File: config.mk
export PLATFORM = sky130hd
export DESIGN_NAME = pm_byte_loader
export DESIGN_NICKNAME = d
export VERILOG_FILES = /design/src/rtl/pm_byte_loader.sv
export SDC_FILE = /design/constraint.sdc
export NUM_CORES = 1
export LEC_CHECK = 0
export ABC_CLOCK_PERIOD_IN_PS = 1700
export BUFFER_PORTS_ARGS = -buffer_cell sky130_fd_sc_hd__buf_2
export CORE_MARGIN = 3
export CORE_UTILIZATION = 48
export CTS_CLUSTER_DIAMETER = 200
export DETAILED_ROUTE_END_ITERATION = 8
export PLACE_DENSITY = 0.76
export SYNTH_ARGS = -nofsm -noshare
export SYNTH_HDL_FRONTEND = slang
export SYNTH_SLANG_ARGS = --single-unit
File: constraint.sdc
create_clock -name clk -period 1.7 [get_ports clk]
set_input_delay 0.17 -clock clk [delete_from_list [all_inputs] [get_ports clk]]
set_output_delay 0.17 -clock clk [all_outputs]
set_load 0.03 [all_outputs]
File: src/rtl/pm_byte_loader.sv
// Program-memory byte loader: takes 32-bit words over valid/ready and writes
// them as four little-endian byte writes at auto-incrementing addresses.
module pm_byte_loader #(
  parameter int DATA_WIDTH = 32,
  parameter int ADD_WIDTH  = 7,
  parameter int WIDTH      = 8
) (
  input  logic                  clk,
  input  logic                  rst,
  input  logic                  start,
  input  logic [ADD_WIDTH-1:0]  base_addr,
  input  logic                  in_valid,
  output logic                  in_ready,
  input  logic [DATA_WIDTH-1:0] in_word,
  input  logic                  in_last,
  output logic                  pmWrEn,
  output logic [ADD_WIDTH-1:0]  pm_addr,
  output logic [WIDTH-1:0]      instructionIn,
  output logic                  busy,
  output logic                  done,
  output logic                  wrap_err
);

  // state | meaning
  // IDLE  | waiting for start
  // WAIT  | in_ready high, waiting for a word handshake
  // SEND  | four byte writes of the latched word
  // DONE  | one-cycle done pulse, then back to IDLE
  typedef enum logic [1:0] {S_IDLE, S_WAIT, S_SEND, S_DONE} state_t;

  localparam logic [ADD_WIDTH-1:0] ADDR_MAX = '1;

  state_t                state_q, state_d;
  logic [ADD_WIDTH-1:0]  addr_q, addr_d;
  logic [ADD_WIDTH-1:0]  pm_addr_q, pm_addr_d;
  logic [DATA_WIDTH-1:0] word_q, word_d;
  logic [WIDTH-1:0]      instr_q, instr_d;
  logic [1:0]            byte_cnt_q, byte_cnt_d;
  logic                  last_q, last_d;
  logic                  in_ready_q, in_ready_d;
  logic                  pm_wr_en_q, pm_wr_en_d;
  logic                  busy_q, busy_d;
  logic                  done_q, done_d;
  logic                  wrap_err_q, wrap_err_d;
  logic                  issue;
  logic [WIDTH-1:0]      issue_byte;

  always_comb begin
    state_d    = state_q;
    addr_d     = addr_q;
    pm_addr_d  = pm_addr_q;
    word_d     = word_q;
    instr_d    = instr_q;
    byte_cnt_d = byte_cnt_q;
    last_d     = last_q;
    in_ready_d = in_ready_q;
    pm_wr_en_d = 1'b0;
    busy_d     = busy_q;
    done_d     = 1'b0;
    wrap_err_d = wrap_err_q;
    issue      = 1'b0;
    issue_byte = '0;

    case (state_q)
      S_IDLE: begin
        if (start) begin
          addr_d     = {base_addr[ADD_WIDTH-1:2], 2'b00};
          wrap_err_d = 1'b0;
          busy_d     = 1'b1;
          in_ready_d = 1'b1;
          state_d    = S_WAIT;
        end
      end
      S_WAIT: begin
        if (in_valid && in_ready_q) begin
          in_ready_d = 1'b0;
          last_d     = in_last;
          word_d     = in_word >> WIDTH;
          issue      = 1'b1;
          issue_byte = in_word[WIDTH-1:0];
          byte_cnt_d = 2'd3;
          state_d    = S_SEND;
        end
      end
      S_SEND: begin
        // Byte 0 was issued on the handshake; the counter tracks bytes still to issue.
        if (byte_cnt_q == 2'd0) begin
          if (last_q) begin
            done_d  = 1'b1;
            state_d = S_DONE;
          end else begin
            in_ready_d = 1'b1;
            state_d    = S_WAIT;
          end
        end else begin
          issue      = 1'b1;
          issue_byte = word_q[WIDTH-1:0];
          word_d     = word_q >> WIDTH;
          byte_cnt_d = byte_cnt_q - 2'd1;
        end
      end
      S_DONE: begin
        busy_d  = 1'b0;
        state_d = S_IDLE;
      end
      default: state_d = S_IDLE;
    endcase

    if (issue) begin
      pm_wr_en_d = 1'b1;
      pm_addr_d  = addr_q;
      instr_d    = issue_byte;
      addr_d     = addr_q + 1'b1;
      if (addr_q == ADDR_MAX) wrap_err_d = 1'b1;
    end
  end

  always_ff @(posedge clk or posedge rst) begin
    if (rst) begin
      state_q    <= S_IDLE;
      addr_q     <= '0;
      pm_addr_q  <= '0;
      word_q     <= '0;
      instr_q    <= '0;
      byte_cnt_q <= '0;
      last_q     <= 1'b0;
      in_ready_q <= 1'b0;
      pm_wr_en_q <= 1'b0;
      busy_q     <= 1'b0;
      done_q     <= 1'b0;
      wrap_err_q <= 1'b0;
    end else begin
      state_q    <= state_d;
      addr_q     <= addr_d;
      pm_addr_q  <= pm_addr_d;
      word_q     <= word_d;
      instr_q    <= instr_d;
      byte_cnt_q <= byte_cnt_d;
      last_q     <= last_d;
      in_ready_q <= in_ready_d;
      pm_wr_en_q <= pm_wr_en_d;
      busy_q     <= busy_d;
      done_q     <= done_d;
      wrap_err_q <= wrap_err_d;
    end
  end

  assign in_ready      = in_ready_q;
  assign pmWrEn        = pm_wr_en_q;
  assign pm_addr       = pm_addr_q;
  assign instructionIn = instr_q;
  assign busy          = busy_q;
  assign done          = done_q;
  assign wrap_err      = wrap_err_q;

endmodule
==> out/qor.yml <==
wl_per_cell_microns: 14.1
cp-start-kind: "flip-flop"
min_from: "in_word[27]"
initial_core_util_pct: 50.3
p_per_area_nw_per_um2: 2050
tritoncts: "built"
status: "finished, violations left"
first_pass_iters: 4
die_x_microns: 79.6
top_usage_layer: "met2"
skew_ps: 8.58
finalSetupViolCount: 5
diodes: 0
cap_violations: 0
wirelength_microns: 5610
hold_end: "word_q[19]"
fin_nets: 380
portBuffers: 61
fp.dieArea_sq_um: 6340
pin_count: 64
endpoint_kind: "flip-flop"
core_area_sq_um: 5170
cts_buffers: 5
route.detailed.drc: 0
utilization_pct: 64.9
gr-usage-all-layers_pct: 18.2
rr_worst_depth: 7
grt_pass1_vias: 2024
area_growth_pct: 28.9
crit_path_max_fanout: 7
clk_latency_ps: 310
vdd_drop_max_v: 0.000994
initialDrtViolationCount: 51
clk_pin_slew_ps: 110
worstHoldPathCells: 2
layout.cells.non_filler: 398
placed_cells: 381
vias: 2099
crit_required_ps: 1910
synth.avg_cell_area_sq_um: 10.5
syn_inst: 247
grtUsageMet2_pct: 30.2
r2r-start: "state_q[1]"
layout_setup_ws_ps: -45.0
die_y_microns: 79.6
critPathKind: "reg2reg"
syn-cell-area_sq_um: 2600
final_antenna_net_count: 0
cts_root_buf: "clkbuf_8"
grt_pass1_wl_microns: 9060
yosysUniqueCellTypes: 32
met1_usage_pct: 23.1
fmax_mhz: 573
slew_headroom_pct: 72.1
rr_endpoint: "addr_q[5]"
gp_congestion: 0.858
cts_max_path_buffers: 2
hp-class: "in2reg"
r2r_slack_ps: -50
antenna_found_initial: 0
num_rows: 26
clock-sinks: 56
dpl.hpwl_microns: 4080
via_per_inst: 5.27
static-leakage-power_uw: 0.00165
period_needed_ps: 1750
place_ws_ps: -53.5
ctsHtreeMaxLevel: 2
rsz0062_at_grt: "yes"
finalMaxSlewViolations: 0
use_met3_pct: 4.51
yosys_warnings: 0
violations: "negative setup slack"
grt_max_degree: 28
drive_gt1_share_pct: 37.5
grt_overflow: 0
post-route-period-util_pct: 103
hold_violations: 0
syn_nets: 300
dpl_cell_area_sq_um: 3070
ys_ff_latch: 56
final_cell_area_sq_um: 3360
worst_slew_pin_slew_ps: 418
yosysSeqAreaShare_pct: 53.8
crit_arrival_ps: 1950
worst max-delay path, cell delays in order, from the launching register on:
cell	delay, ps
dfrtp_1	410
inv_2	70
ha_4	160
and3_4	180
o21ai_4	260
buf_4	180
nand3_4	100
o221a_2	280
stage by stage:
| stage | TNS [ps] | power [uW] | hold WS (ps) |
|---|---|---|---|
| 2_1_floorplan | 0 | 4740 | 303 |
| 3_3_place_gp | -11.3 | 5500 | 183 |
| 3_5_place_dp | -254 | 5630 | 188 |
| 4_1_cts | -37.3 | 6600 | 53.9 |
| 5_1_grt | -775 | 7450 | 52.2 |
| 6_report | -156 | 6890 | 59.9 |
placed cells by master, fill, tap and decap left out, types with 2 or more instances in the layout:
master,count
dfrtp_1,55
a31oi_1,3
nand2_1,44
and3_4,2
o21ai_0,13
mux2i_1,20
buf_4,19
nor2b_2,2
buf_6,3
o221a_2,4
a221oi_2,5
clkbuf_8,5
ha_1,4
ha_2,3
and3_1,4
nor2_1,18
or3_1,2
inv_2,3
inv_1,4
buf_2,61
a221oi_1,2
ha_4,2
a22o_1,10
clkinv_4,2
nand3_1,9
o21ai_1,6
a21oi_1,5
state kept, by name, indices dropped and copies added (netlist names):
signal and cells:
pmWrEn 1, in_ready 1, word_q 24, pm_addr 7, byte_cnt_q 2, done 1
busy 1, state_q 2, instructionIn 8, last_q 1, addr_q 7, wrap_err 1
cell type report:
type,count,area (sq um)
multi-input cells,171,1200
fillers,423,1820
flip-flops and latches,56,1400
well taps,70,87.6
clock buffers,5,68.8
repair buffers,85,512
clock inverters,3,47.5
inverters,8,32.5
layer usage:
layer / share of wire (%) / vias to the layer above / wire, microns
met2: 49 / 53 / 2770
met3: 5.4 / 15 / 301
li1: - / 1031 / -
met4: 2.4 / 0 / 133
met5: 0 / - / 0
met1: 43 / 1000 / 2400
timing repair:
item | in CTS | in global routing
hold buffers | 1 | 0
setup buffers | 2 | 6
gates resized for setup | 6 | 17
endpoints found under the setup margin | 17 | 38
hold endpoints to repair | 16 | 0
cloned | 0 | 0
pin swaps | 3 | 2
worst max path at each step:
stage	depth (start not counted)	end	startpoint
2_1_floorplan	8	addr_q[3]	state_q[1]
3_3_place_gp	8	addr_q[2]	state_q[0]
3_5_place_dp	8	addr_q[2]	state_q[0]
4_1_cts	7	addr_q[6]	state_q[0]
5_1_grt	7	addr_q[4]	state_q[1]
6_report	7	addr_q[5]	state_q[1]
power by group:
part           internal, uW  switching (uW)  leakage (uW)
clock                   444             449     0.0000583
combinational          1560            2030      0.000909
sequential             1970             429      0.000687
kinds of logic (layout without fill, tap and decap cells):
group	after synthesis	count (layout)	synth area share [%]
AND/OR/NAND/NOR	87	87	14.8
flip-flops	56	56	53.8
AO/OA/AOI/OAI	53	53	14.8
multiplexers	22	22	8.51
buffers and inverters	20	101	3.75
adder cells (fa/ha/maj)	9	9	4.33
cell usage after synthesis (all sizes together):
library cell | count | area, sq um
a211o | 1 | 8.76
a211oi | 1 | 7.51
a21boi | 1 | 7.51
a21oi | 5 | 25.0
a221oi | 7 | 61.3
a22o | 10 | 87.6
a31oi | 3 | 18.8
and3 | 6 | 42.5
buf | 9 | 56.3
clkbuf | 3 | 11.3
dfrtp | 56 | 1400
ha | 9 | 113
inv | 8 | 30.0
mux2 | 1 | 11.3
mux2i | 21 | 210
nand2 | 44 | 165
nand3 | 10 | 50.1
nor2 | 19 | 71.3
nor2b | 4 | 32.5
nor3 | 1 | 5.00
nor4 | 1 | 6.26
o21ai | 20 | 111
o221a | 5 | 56.3
or3 | 2 | 12.5
No activity file was read; power rests on OpenSTA's default activity.
